## src/rtl/med_sched_pkg.sv

```systemverilog
// Shared types and constants for the multi-channel medicine-dose scheduler.
package med_sched_pkg;

    localparam int DAY_UNITS_DEF = 24;
    // Field widths of chan_t; the scheduler's ID_W / CNT_W default to these and must match them.
    localparam int MED_ID_W  = 4;
    localparam int MED_CNT_W = 5;

    localparam logic [3:0] LED_ALARM = 4'b1111;
    localparam logic [3:0] LED_OFF   = 4'b0000;

    typedef enum logic [1:0] {
        IDLE = 2'd0,
        DIV  = 2'd1,
        LOAD = 2'd2
    } cfg_state_e;

    typedef struct packed {
        logic                 active;
        logic [MED_ID_W-1:0]  med_id;
        logic [MED_CNT_W-1:0] period;
        logic [MED_CNT_W-1:0] count;
        logic                 pending;
    } chan_t;

endpackage

```

## src/rtl/med_period_div.sv

```systemverilog
// Sequential restoring divider: quotient = DAY_UNITS / freq, one quotient bit per cycle.
// done is high during the final iteration; quotient is valid from the following cycle.
module med_period_div #(
    parameter int CNT_W     = 5,
    parameter int FREQ_W    = 4,
    parameter int DAY_UNITS = 24
) (
    input  logic              Clk,
    input  logic              Rst,
    input  logic              start,
    input  logic [FREQ_W-1:0] freq,
    output logic              done,
    output logic [CNT_W-1:0]  quotient
);
    localparam int IT_W = $clog2(CNT_W + 1);

    logic [IT_W-1:0]   iter;
    logic [FREQ_W-1:0] dvs;
    logic [FREQ_W-1:0] rem;
    logic [CNT_W-1:0]  shreg;
    logic [FREQ_W:0]   rem_sh;
    logic [FREQ_W-1:0] diff;
    logic              q_bit;

    // shreg starts as the dividend and fills with quotient bits from the right.
    assign rem_sh = {rem, shreg[CNT_W-1]};
    assign q_bit  = (rem_sh >= {1'b0, dvs});
    assign diff   = rem_sh[FREQ_W-1:0] - dvs;

    always_ff @(posedge Clk) begin
        if (Rst) begin
            iter  <= '0;
            dvs   <= '0;
            rem   <= '0;
            shreg <= '0;
        end else if (start) begin
            iter  <= IT_W'(CNT_W);
            dvs   <= freq;
            rem   <= '0;
            shreg <= CNT_W'(DAY_UNITS);
        end else if (iter != '0) begin
            rem   <= q_bit ? diff : rem_sh[FREQ_W-1:0];
            shreg <= {shreg[CNT_W-2:0], q_bit};
            iter  <= iter - IT_W'(1);
        end
    end

    assign done     = (iter == IT_W'(1));
    assign quotient = shreg;

endmodule

```

## src/rtl/med_sched_multi_ch.sv

```systemverilog
// N_CH-channel dose scheduler with round-robin alarm presentation.
// Optional macro MSCH_MISSED_CNT_EN adds per-channel saturating missed-dose counters.
//
// state | meaning
// IDLE  | Cfg_Ready high; accept config, disable immediately when freq=0
// DIV   | divider computing DAY_UNITS/freq
// LOAD  | write period/count into the target channel
module med_sched_multi_ch
    import med_sched_pkg::*;
#(
    parameter int N_CH      = 4,
    parameter int ID_W      = MED_ID_W,
    parameter int FREQ_W    = 4,
    parameter int CNT_W     = MED_CNT_W,
    parameter int DAY_UNITS = DAY_UNITS_DEF,
    parameter int MISS_W    = 3
) (
    input  logic                    Clk,
    input  logic                    Rst,
    input  logic                    Cfg_Valid,
    output logic                    Cfg_Ready,
    input  logic [$clog2(N_CH)-1:0] Cfg_Ch,
    input  logic [ID_W-1:0]         Cfg_MedID,
    input  logic [FREQ_W-1:0]       Cfg_Freq,
    input  logic                    Tick,
    output logic                    Alarm_Valid,
    output logic [$clog2(N_CH)-1:0] Alarm_Ch,
    output logic [ID_W-1:0]         Alarm_MedID,
    input  logic                    Alarm_Ack,
    output logic [3:0]              LED_Out,
    input  logic [$clog2(N_CH)-1:0] Disp_Ch,
    output logic [CNT_W-1:0]        Disp_Rem,
    output logic [MISS_W-1:0]       Miss_Cnt
);
    localparam int CH_W = $clog2(N_CH);

    cfg_state_e      state, state_nxt;
    logic [CH_W-1:0] cfg_ch_q;
    logic [ID_W-1:0] cfg_id_q;
    logic            div_start, div_done;
    logic [CNT_W-1:0] div_q, period_ld;
    chan_t           chans [N_CH];
    logic [N_CH-1:0] load_v, dis_v, expire_v, ack_v, req;
    logic [CH_W-1:0] last_served, pick_ch, idx;
    logic            pick_any;

    always_ff @(posedge Clk) begin
        if (Rst) state <= IDLE;
        else     state <= state_nxt;
    end

    always_comb begin
        state_nxt = state;
        Cfg_Ready = 1'b0;
        div_start = 1'b0;
        unique case (state)
            IDLE: begin
                Cfg_Ready = 1'b1;
                if (Cfg_Valid && Cfg_Freq != '0) begin
                    div_start = 1'b1;
                    state_nxt = DIV;
                end
            end
            DIV:     if (div_done) state_nxt = LOAD;
            LOAD:    state_nxt = IDLE;
            default: state_nxt = IDLE;
        endcase
    end

    always_ff @(posedge Clk) begin
        if (Rst) begin
            cfg_ch_q <= '0;
            cfg_id_q <= '0;
        end else if (Cfg_Ready && Cfg_Valid) begin
            cfg_ch_q <= Cfg_Ch;
            cfg_id_q <= Cfg_MedID;
        end
    end

    med_period_div #(.CNT_W(CNT_W), .FREQ_W(FREQ_W), .DAY_UNITS(DAY_UNITS)) u_div (
        .Clk      (Clk),
        .Rst      (Rst),
        .start    (div_start),
        .freq     (Cfg_Freq),
        .done     (div_done),
        .quotient (div_q)
    );

    // freq above DAY_UNITS gives quotient 0; clamp so the channel still fires every tick.
    assign period_ld = (div_q == '0) ? CNT_W'(1) : div_q;

    always_comb begin
        for (int c = 0; c < N_CH; c++) begin
            load_v[c]   = (state == LOAD) && (cfg_ch_q == CH_W'(c));
            dis_v[c]    = Cfg_Ready && Cfg_Valid && (Cfg_Freq == '0) && (Cfg_Ch == CH_W'(c));
            expire_v[c] = Tick && chans[c].active && (chans[c].count == CNT_W'(1));
            ack_v[c]    = Alarm_Valid && Alarm_Ack && (Alarm_Ch == CH_W'(c));
            req[c]      = chans[c].pending && !load_v[c] && !dis_v[c];
        end
    end

    always_ff @(posedge Clk) begin
        for (int c = 0; c < N_CH; c++) begin
            if (Rst) begin
                chans[c] <= '0;
            end else if (load_v[c]) begin
                chans[c].active  <= 1'b1;
                chans[c].med_id  <= cfg_id_q;
                chans[c].period  <= period_ld;
                chans[c].count   <= period_ld;
                chans[c].pending <= 1'b0;
            end else if (dis_v[c]) begin
                chans[c].active  <= 1'b0;
                chans[c].count   <= '0;
                chans[c].pending <= 1'b0;
            end else begin
                if (Tick && chans[c].active)
                    chans[c].count <= expire_v[c] ? chans[c].period : chans[c].count - CNT_W'(1);
                if (expire_v[c])  chans[c].pending <= 1'b1;
                else if (ack_v[c]) chans[c].pending <= 1'b0;
            end
        end
    end

    // Descending scan so the first pending channel after last_served wins.
    always_comb begin
        pick_any = 1'b0;
        pick_ch  = '0;
        idx      = '0;
        for (int k = N_CH - 1; k >= 0; k--) begin
            idx = CH_W'((int'(last_served) + 1 + k) % N_CH);
            if (req[idx]) begin
                pick_any = 1'b1;
                pick_ch  = idx;
            end
        end
    end

    always_ff @(posedge Clk) begin
        if (Rst) begin
            Alarm_Valid <= 1'b0;
            Alarm_Ch    <= '0;
            Alarm_MedID <= '0;
            last_served <= CH_W'(N_CH - 1);
        end else if (Alarm_Valid) begin
            if (Alarm_Ack) begin
                Alarm_Valid <= 1'b0;
                last_served <= Alarm_Ch;
            end else if (load_v[Alarm_Ch] || dis_v[Alarm_Ch]) begin
                Alarm_Valid <= 1'b0;
            end
        end else if (pick_any) begin
            Alarm_Valid <= 1'b1;
            Alarm_Ch    <= pick_ch;
            Alarm_MedID <= chans[pick_ch].med_id;
        end
    end

    assign LED_Out = Alarm_Valid ? LED_ALARM : LED_OFF;

    always_ff @(posedge Clk) begin
        if (Rst) Disp_Rem <= '1;
        else     Disp_Rem <= chans[Disp_Ch].active ? chans[Disp_Ch].count : '1;
    end

`ifdef MSCH_MISSED_CNT_EN
    logic [MISS_W-1:0] miss [N_CH];

    // A dose is missed when a new expiry lands on a still-unacknowledged one.
    always_ff @(posedge Clk) begin
        for (int c = 0; c < N_CH; c++) begin
            if (Rst || load_v[c] || dis_v[c])
                miss[c] <= '0;
            else if (expire_v[c] && chans[c].pending && !ack_v[c] && miss[c] != '1)
                miss[c] <= miss[c] + MISS_W'(1);
        end
    end

    always_ff @(posedge Clk) begin
        if (Rst) Miss_Cnt <= '0;
        else     Miss_Cnt <= miss[Disp_Ch];
    end
`else
    assign Miss_Cnt = '0;
`endif

endmodule

```

## config.mk

```make
export PLATFORM = sky130hd
export DESIGN_NAME = med_sched_multi_ch
export DESIGN_NICKNAME = d
export VERILOG_FILES = /design/src/rtl/med_sched_pkg.sv /design/src/rtl/med_period_div.sv /design/src/rtl/med_sched_multi_ch.sv
export SDC_FILE = /design/constraint.sdc
export NUM_CORES = 1
export LEC_CHECK = 0
export BUFFER_PORTS_ARGS = -buffer_cell sky130_fd_sc_hd__buf_2
export CAP_MARGIN = 20
export CORE_MARGIN = 8
export CORE_UTILIZATION = 65
export CTS_CLUSTER_SIZE = 30
export DETAILED_ROUTE_END_ITERATION = 8
export PLACE_DENSITY = 0.95
export SLEW_MARGIN = 30
export SYNTH_ARGS = -nofsm -noshare
export SYNTH_HDL_FRONTEND = slang
export SYNTH_HIERARCHICAL = 1
export SYNTH_SLANG_ARGS = --single-unit
```

## constraint.sdc

```tcl
create_clock -name Clk -period 8.1 [get_ports Clk]
set_clock_uncertainty 0.1 [all_clocks]
set_input_delay 1.62 -clock Clk [delete_from_list [all_inputs] [get_ports Clk]]
set_output_delay 1.62 -clock Clk [all_outputs]
set_load 0.02 [all_outputs]
```

==> results of run 1 <==
-- cells by family (layout without fill, tap and decap cells) --
| logic type | Yosys count | in the layout |
|---|---|---|
| DFF | 102 | 102 |
| muxes | 25 | 25 |
| AOI/OAI and AO/OA | 85 | 85 |
| adders and majority gates | 16 | 16 |
| and+or+nand+nor | 208 | 208 |
| buffers and inverters | 47 | 71 |
| other | 1 | 3 |
| xor gates and xnor gates | 11 | 11 |
-- final cells by class --
type	instances	area [um2]
clock buffer	9	124
clock inverter	7	86.3
fill	581	2410
inverter	22	82.6
multi-input combinational	348	2370
sequential	102	2680
tap	105	131
timing repair buffer	33	165
-- flip-flops by register name, indices dropped and copies added (netlist names) --
signal / cells
chans: 64
Alarm_Ch: 2
u_div/rem: 4
cfg_id_q: 4
cfg_ch_q: 2
last_served: 2
Disp_Rem: 5
Alarm_MedID: 4
Alarm_Valid: 1
u_div/dvs: 4
state: 2
u_div/quotient: 5
u_div/iter: 3
-- worst max-delay path, stage by stage --
cell and delay [ns]:
buf_2 0.11, or4_1 0.59, nor4b_4 0.40, nor2_2 0.08
a32o_2 0.29, a221oi_4 0.57, mux2i_1 0.32, o221ai_1 0.15
-- cells in the final DEF, fill, tap and decap left out, types with 3 or more instances in the layout --
| master | n |
|---|---|
| o21bai_1 | 21 |
| conb_1 | 3 |
| a21oi_1 | 17 |
| or2_2 | 6 |
| buf_2 | 33 |
| clkinv_8 | 3 |
| ha_1 | 15 |
| nand2b_1 | 10 |
| nand2_1 | 59 |
| and2_1 | 34 |
| nor3_1 | 15 |
| inv_1 | 22 |
| dfxtp_1 | 38 |
| nor4_1 | 3 |
| mux2i_1 | 18 |
| o211ai_1 | 3 |
| xnor2_1 | 9 |
| o221ai_1 | 4 |
| o21ai_0 | 22 |
| mux4_2 | 7 |
| nor2b_1 | 6 |
| nand3_1 | 16 |
| or4_1 | 3 |
| nand3b_1 | 6 |
| nand4b_1 | 3 |
| edfxtp_1 | 64 |
| clkbuf_8 | 9 |
| nor2_1 | 27 |
-- power by group through the flow --
| stage | logic [W] | registers [W] | clock network [W] |
|---|---|---|---|
| 2_1_floorplan | 0.000195 | 0.000632 | 0 |
| 3_3_place_gp | 0.000226 | 0.000639 | 0 |
| 3_5_place_dp | 0.000239 | 0.000642 | 0 |
| 4_1_cts | 0.000241 | 0.000631 | 0.000329 |
| 5_1_grt | 0.000268 | 0.000637 | 0.000351 |
| 6_report | 0.000242 | 0.000633 | 0.000329 |
-- path summary, 6_finish.rpt --
path                                         end  slack (ns)  cells after the start
setup / recovery     Alarm_MedID[1]$_SDFFE_PP0P_        4.12                      8
hold / removal    u_div/quotient[1]$_SDFFE_PP0N_        0.42                      2
setup reg to reg     Alarm_MedID[1]$_SDFFE_PP0P_        5.14                      7
hold reg to reg   u_div/quotient[1]$_SDFFE_PP0N_        0.42                      2
-- layer usage --
layer | vias up | track usage (%)
li1 | 1810 | -
met1 | 1816 | 24.4
met2 | 158 | 35.8
met3 | 27 | 5.38
met4 | 0 | 9.05
met5 | - | 0
-- per-stage QoR --
step / hold WS [ns] / setup WS (ns) / cells / cell area [um2] / utilization [%]
2_1_floorplan: 0.350 / 4.16 / 497 / 5280 / -
3_3_place_gp: 0.364 / 3.93 / 610 / 5430 / 67.4
3_5_place_dp: 0.381 / 3.75 / 610 / 5430 / 67.4
4_1_cts: 0.409 / 4.16 / 626 / 5640 / 70.1
5_1_grt: 0.446 / 4.04 / 626 / 5640 / 70.1
6_report: 0.415 / 4.12 / 626 / 5640 / 70.1
==> summary.txt, run 1 <==
Outcome
  • Outcome: finished, final reports clean

Routing
  • Drt via density: 6.09
  • First-pass detailed-route iteration total: 4
  • Met3 WL: 782 um
  • DRC Markers: 0
  • 1st-iter DRT viols: 340
  • ANT nets after route: 0
  • Highest metal used: met4
  • DR vias: 3,811
  • WL/cell: 18.5 um
  • Met1 wire length: 4660 um
  • Wire length on met2: 5890 um
  • Detailed Route WL: 11,600 um

Synthesis
  • Dominant synthesized flop cell: edfxtp_1
  • Synthesis-stage register bit count: 102
  • Post-synthesis compound-gate area fraction: 11.1%
  • Adder-Cell Fraction of Synth Area: 3.94%
  • Post-synth EDFFs: 64
  • Post-synth ARST share: 0%
  • Mapped Cells: 495
  • Share of the synthesized area in the top cell type: 36.4%
  • Post-synth cell types: 64
  • Mux contribution to synthesized area: 6.40%
  • Most numerous cell in the Yosys netlist: edfxtp_1
  • Synth Area in XOR/XNOR: 1.83%
  • Seq/Total Area, Yosys: 50.8%
  • Synthesis Warnings: 6
  • Avg Cell Area, Syn: 10.7 um2
  • Largest family of logic cells by synthesized area: simple AND/OR/NAND/NOR gates
  • Cell taking the most area after synthesis: edfxtp_1
  • Synth area leaders: edfxtp_1 (36%), dfxtp_1 (14%), nand2_1 (4.2%), and2_1 (4.0%), ha_1 (3.6%)
  • Simple-gate share of the synthesized area: 21.4%
  • Commonest cells in the netlist: edfxtp_1 (64), nand2_1 (59), dfxtp_1 (38)
  • Mapped Area: 0.00528 mm2

GRT
  • Vias in the first global route: 3,906
  • Antenna violations before repair: 0
  • Grt ovf: 0
  • Gr usage total: 20.9%
  • Largest net degree at the start of global routing: 46
  • First-pass GRT wire length: 18,800 um

Power and ir drop
  • Total Power: 0.00120 W
  • Comb pwr share: 20.1%
  • Sw Share: 32.4%
  • Leak Pwr: 2.19 nW
  • Clock share of power: 27.3%
  • Internal power: 0.000814 W
  • Reg power frac: 52.6%
  • P per Cell Area: 213 mW/mm2
  • Peak VDD IR: 0.214 mV
  • Net Switching: 0.000389 W

Critical path
  • Crit path launch: Cfg_Freq[1]
  • Crit-path max FO: 9
  • Reg2reg start: state[0]$_SDFFE_PP0P_
  • Worst path arrival time: 4.14 ns
  • Crit Path Class: in2reg
  • Worst setup EP type: flip-flop
  • WP data required: 8.26 ns
  • Startpoint Class: primary input

Clock network
  • PostCTS Resize Cnt: 0
  • Post-CTS setup buffers: 0
  • CTS root buffer: clkbuf_8
  • Clock Latency Late Sink: 0.39 ns
  • CTS max path bufs: 2
  • TritonCTS Buffers: 9
  • TritonCTS clock tree: built
  • Clock sink count: 102
  • Worst-path clk slew: 0.10 ns
  • # hold bufs at CTS: 0
  • H-tree Lvls: 3

Cells and area
  • Antenna cells: 0
  • Layout Nets: 549
  • Share of cells above drive strength 1: 14.2%
  • Synth-to-layout area growth: 6.90%

Floorplanning
  • Initial Utilization: 65.5%
  • Total core area: 0.00805 mm2
  • DIE AREA: 0.0113 mm2
  • Ports: 37
  • Std cell rows: 33
  • Chip Width: 106 um
  • Chip height: 106 um

Placed design
  • Post-detail-place hpwl: 8710 um
  • Gp weighted congestion: 0.984
  • Input/output buffers: 33

STA
  • Hold Violations, Final: 0
  • Slew headroom: 49.1%
  • Minimum clock period: 3.98 ns
  • Final Max Slew Viols: 0
  • Fmax: 0.251 GHz
  • Slew @ Worst Pin: 0.763 ns
  • Final period util: 49.1%
  • Finish-stage setup viols: 0
  • Sum Neg Setup Slack: 0 ns
  • RSZ-0062 raised after global routing: no

Min path
  • HP Class: reg2reg
  • Worst min-delay path startpoint: u_div/quotient[0]$_SDFFE_PP0N_

Flow run
  • Max Cap Viol: 0
Power figures use the tool's default switching activity.
==> run 2, diff against run 1 <==
--- a/config.mk
+++ b/config.mk
@@ -8,10 +8,10 @@
 export BUFFER_PORTS_ARGS = -buffer_cell sky130_fd_sc_hd__buf_2
 export CAP_MARGIN = 20
 export CORE_MARGIN = 8
-export CORE_UTILIZATION = 65
+export CORE_UTILIZATION = 60
 export CTS_CLUSTER_SIZE = 30
 export DETAILED_ROUTE_END_ITERATION = 8
-export PLACE_DENSITY = 0.95
+export PLACE_DENSITY = 0.91
 export SLEW_MARGIN = 30
 export SYNTH_ARGS = -nofsm -noshare
 export SYNTH_HDL_FRONTEND = slang
==> constraint.sdc (replaced) <==
create_clock -name Clk -period 3.9 [get_ports Clk]
set_clock_uncertainty 0.1 [all_clocks]
set_input_delay 0.78 -clock Clk [delete_from_list [all_inputs] [get_ports Clk]]
set_output_delay 0.78 -clock Clk [all_outputs]
set_load 0.02 [all_outputs]
==> summary.txt, run 2 (synthesis gave the netlist of run 1 again) <==
Cells and area
  • Antenna cells: 0
  • Synth-to-layout area growth: 6.73%
  • Reg area: 0.00268 mm2
  • Share of cells above drive strength 1: 14.2%
  • Largest register by flop count: chans
  • Multi-input logic area: 0.00237 mm2
  • Max reg flops: 64
  • Most common cell after layout, fill and taps aside: edfxtp_1
  • Layout Nets: 549
  • Most frequent cells in the layout: edfxtp_1 (64), nand2_1 (59), dfxtp_1 (38)
  • Filler cell count: 648

STA
  • Minimum clock period: 3.18 ns
  • Final period util: 81.6%
  • Finish-stage setup viols: 0
  • Final Max Slew Viols: 0
  • Hold Violations, Final: 0
  • Hold slack: 0.402 ns
  • Fmax: 0.314 GHz
  • RSZ-0062 raised after global routing: no
  • Sum Neg Setup Slack: 0 ns
  • Slew headroom: 50.0%
  • Slew @ Worst Pin: 0.749 ns

GRT
  • Grt ovf: 0
  • Vias in the first global route: 3,916
  • First-pass GRT wire length: 18,800 um
  • Antenna violations before repair: 0
  • Largest net degree at the start of global routing: 46
  • Gr usage total: 20.0%

Routing
  • First-pass detailed-route iteration total: 5
  • DRC Markers: 0
  • 1st-iter DRT viols: 541
  • Drt via density: 6.23
  • Detailed Route WL: 11,500 um
  • DR vias: 3,917
  • ANT nets after route: 0
  • WL/cell: 18.3 um

Power and ir drop
  • Leak Pwr: 2.19 nW
  • Peak VDD IR: 0.346 mV
  • P per Cell Area: 441 mW/mm2

Floorplanning
  • Chip height: 110 um
  • Total core area: 0.00864 mm2
  • Initial Utilization: 61.1%
  • Chip Width: 110 um
  • Std cell rows: 34
  • DIE AREA: 0.0121 mm2
  • Ports: 37

Critical path
  • Worst path arrival time: 3.37 ns
  • Startpoint Class: primary input
  • CP max-delay cell: or4_1
  • Crit-path max FO: 4
  • Delay-heaviest family, CP: simple AND/OR/NAND/NOR gates
  • Crit Path Class: in2reg
  • WP data required: 4.09 ns
  • Worst setup EP type: flip-flop
  • Crit path largest cell delay: 0.60 ns
  • CP Cell Sequence: buf_2 > or4_1 > nor4_1 > o22ai_1 > a32o_1 > a21boi_1 > or3b_1 > o221ai_1
  • Critical path buffer and inverter count: 1

Placed design
  • Post-detail-place hpwl: 8700 um
  • Gp weighted congestion: 0.952
  • Input/output buffers: 33

Clock network
  • CTS max path bufs: 2
  • TritonCTS clock tree: built
  • CTS root buffer: clkbuf_8
  • Clock Latency Late Sink: 0.38 ns
  • TritonCTS Buffers: 9
  • PostCTS Resize Cnt: 0
  • H-tree Lvls: 3
  • Worst-path clk slew: 0.10 ns
  • # hold bufs at CTS: 0
  • Post-CTS setup buffers: 0
  • Clock sink count: 102

Flow run
  • Max Cap Viol: 0

Min path
  • HP Class: reg2reg

Outcome
  • Outcome: finished, final reports clean
-- run 2: cell count changes in the layout (fill, tap and decap cells not counted) --
cell / change
inv_6: +2
clkinv_8: -3
inv_8: -1
clkinv_2: +1
clkbuf_16: +1
-- run 2: area by class of cell --
class | count | area share, %
Sequential cell | 102 | 47.6
Multi-Input combinational cell | 348 | 42.1
Timing Repair Buffer | 33 | 2.93
Clock buffer | 10 | 2.64
Tap cell | 108 | 2.40
Inverter | 22 | 1.47
Clock inverter | 6 | 0.866
-- run 2: worst register-to-register path, delay by kind of cell (launching register included) --
| kind | cells | cell delay, ns |
|---|---|---|
| compound gates | 4 | 0.93 |
| simple gates | 3 | 1.49 |
| flops | 1 | 0.40 |
-- run 2: power by group --
part / leakage, nW / internal, W / switching (W) / total, W
clock network: 0.103 / 0.000280 / 0.000391 / 0.000671
registers: 0.979 / 0.00123 / 0.0000825 / 0.00131
logic: 1.11 / 0.000203 / 0.000297 / 0.000501
-- run 2: worst paths after layout --
check	start	endpoint	slack, ns	cells past startpoint
worst max-delay path	Cfg_Freq[1]	Alarm_MedID[3]$_SDFFE_PP0P_	0.72	8
worst min-delay path	cfg_id_q[1]$_SDFFE_PP0P_	cfg_id_q[1]$_SDFFE_PP0P_	0.40	2
worst max register to register	state[0]$_SDFFE_PP0P_	Alarm_MedID[3]$_SDFFE_PP0P_	0.89	7
worst min register to register	cfg_id_q[1]$_SDFFE_PP0P_	cfg_id_q[1]$_SDFFE_PP0P_	0.40	2
-- run 2: per-layer routing --
metal	vias to the layer above	wire length, um	GRT usage (%)
li1	1812	-	-
met3	36	872	4.69
met1	1897	4610	24.3
met2	172	5610	32.6
met5	-	0	0
met4	0	419	10.1
-- run 2: through the flow --
| step | instance area [um2] | cells | utilization, % | power (W) | worst slack [ns] |
|---|---|---|---|---|---|
| floorplan | 5280 | 497 | - | 0.00172 | 0.803 |
| global placement | 5430 | 613 | 62.9 | 0.00180 | 0.544 |
| detailed placement | 5430 | 613 | 62.9 | 0.00183 | 0.373 |
| CTS | 5630 | 629 | 65.2 | 0.00249 | 0.777 |
| global route | 5630 | 629 | 65.2 | 0.00260 | 0.589 |
| finish | 5630 | 629 | 65.2 | 0.00248 | 0.718 |
==> run 3, diff against run 2 <==
==> constraint.sdc (replaced) <==
create_clock -name Clk -period 3.2 [get_ports Clk]
set_clock_uncertainty 0.1 [all_clocks]
set_input_delay 0.64 -clock Clk [delete_from_list [all_inputs] [get_ports Clk]]
set_output_delay 0.64 -clock Clk [all_outputs]
set_load 0.02 [all_outputs]
==> summary.txt, run 3 (synthesis gave the netlist of run 1 again) <==
Outcome
  • Outcome: finished, final reports clean

Routing
  • DRC Markers: 0
  • First-pass detailed-route iteration total: 5
  • 1st-iter DRT viols: 404
  • WL/cell: 17.9 um
  • Detailed Route WL: 11,400 um
  • DR vias: 3,858
  • ANT nets after route: 0
  • Drt via density: 6.07

Flow run
  • Max Cap Viol: 0

GRT
  • First-pass GRT wire length: 18,600 um
  • Largest net degree at the start of global routing: 31
  • Grt ovf: 0
  • Gr usage total: 19.7%
  • Vias in the first global route: 3,780
  • Antenna violations before repair: 0

Critical path
  • WP data required: 3.39 ns
  • Worst path arrival time: 3.04 ns
  • Delay-heaviest family, CP: simple AND/OR/NAND/NOR gates
  • Crit Path Class: in2reg
  • Crit-path max FO: 6
  • Worst setup EP type: flip-flop
  • Critical path buffer and inverter count: 1
  • CP max-delay cell: or4_1
  • Crit path largest cell delay: 0.61 ns
  • CP Cell Sequence: buf_2 > or4_1 > nor4b_4 > o22ai_1 > a32o_1 > a21boi_1 > or3b_1 > o221ai_1
  • Startpoint Class: primary input

Cells and area
  • Max reg flops: 64
  • Share of cells above drive strength 1: 15.3%
  • Antenna cells: 0
  • Layout Utilization: 65.8%
  • Synth-to-layout area growth: 7.75%
  • Filler cell count: 630
  • Layout Nets: 556
  • Most common cell after layout, fill and taps aside: edfxtp_1
  • Multi-input logic area: 0.00237 mm2
  • Reg area: 0.00268 mm2
  • Largest register by flop count: chans
  • Most frequent cells in the layout: edfxtp_1 (64), nand2_1 (59), dfxtp_1 (38)

STA
  • Slew @ Worst Pin: 0.684 ns
  • Fmax: 0.351 GHz
  • Final period util: 89.0%
  • Sum Neg Setup Slack: 0 ns
  • RSZ-0062 raised after global routing: no
  • Hold Violations, Final: 0
  • Finish-stage setup viols: 0
  • Slew headroom: 54.0%
  • Worst setup margin: 0.352 ns
  • Minimum clock period: 2.85 ns
  • Final Max Slew Viols: 0
  • Hold slack: 0.391 ns

Clock network
  • Post-CTS setup buffers: 0
  • Worst-path clk slew: 0.10 ns
  • CTS max path bufs: 2
  • PostCTS Resize Cnt: 0
  • CTS root buffer: clkbuf_8
  • TritonCTS clock tree: built
  • Clock sink count: 102
  • Clock Latency Late Sink: 0.38 ns
  • TritonCTS Buffers: 9
  • # hold bufs at CTS: 0
  • H-tree Lvls: 3

Placed design
  • DP Worst Slack: 0.00162 ns
  • Post-detail-place hpwl: 8650 um
  • Input/output buffers: 33
  • Gp weighted congestion: 0.966

Floorplanning
  • Total core area: 0.00864 mm2
  • Chip Width: 110 um
  • Ports: 37
  • Std cell rows: 34
  • Chip height: 110 um
  • DIE AREA: 0.0121 mm2
  • Initial Utilization: 61.1%

Power and ir drop
  • Reg power frac: 53.2%
  • Leak Pwr: 2.23 nW
  • Net Switching: 0.000947 W
  • Sw Share: 31.5%
  • Peak VDD IR: 0.319 mV
  • Comb pwr share: 20.9%
  • P per Cell Area: 529 mW/mm2
  • Internal power: 0.00206 W
  • Clock share of power: 25.9%
  • Total Power: 0.00301 W

Min path
  • HP Class: reg2reg
[run 3: changes by cell type in the layout (fill, tap and decap cells not counted), sizes merged]
cell | before | now
clkbuf | 10 | 9
buf | 33 | 40
clkinv | 2 | 3
[run 3: final timing paths]
path,startpoint,slack [ns],cells after the start,endpoint
hold / removal,u_div/quotient[0]$_SDFFE_PP0N_,0.39,2,u_div/quotient[1]$_SDFFE_PP0N_
setup / recovery,Cfg_Freq[1],0.35,8,Alarm_MedID[0]$_SDFFE_PP0P_
hold reg to reg,u_div/quotient[0]$_SDFFE_PP0N_,0.39,2,u_div/quotient[1]$_SDFFE_PP0N_
setup reg to reg,state[0]$_SDFFE_PP0P_,0.40,7,Alarm_MedID[0]$_SDFFE_PP0P_
[run 3: cell type report]
class | count | area share, %
clock buffers | 9 | 2.18
clock inverters | 7 | 1.10
inverters | 22 | 1.45
multi-input cells | 348 | 41.7
flip-flops and latches | 102 | 47.2
well taps | 108 | 2.38
repair buffers | 40 | 4.05
[run 3: worst register-to-register path: cells and delay by family (launching register included)]
family           cells  cell delay, ns
flip-flops           1            0.42
AO/OA/AOI/OAI        4            0.84
AND/OR/NAND/NOR      3            1.37
[run 3: layer usage]
| metal | vias up | share of wire [%] | GRT usage, % |
|---|---|---|---|
| met4 | 0 | 1.4 | 5.30 |
| met5 | - | 0 | 0 |
| met2 | 170 | 50 | 32.9 |
| li1 | 1820 | - | - |
| met1 | 1851 | 41 | 25.1 |
| met3 | 17 | 7.3 | 4.51 |
[run 3: power by group through the flow]
stage / registers, W / clock network (W) / logic, W
after detailed placement: 0.00162 / 0 / 0.000622
final: 0.00160 / 0.000780 / 0.000627
after global placement: 0.00162 / 0 / 0.000589
after global routing: 0.00161 / 0.000839 / 0.000697
after floorplan: 0.00160 / 0 / 0.000493
after CTS: 0.00160 / 0.000780 / 0.000626
[run 3: metrics by stage]
step                      std cells  area, um2
after floorplan                 497       5280
after global placement          620       5500
after detailed placement        620       5500
after CTS                       636       5690
after global routing            636       5690
final                           636       5690
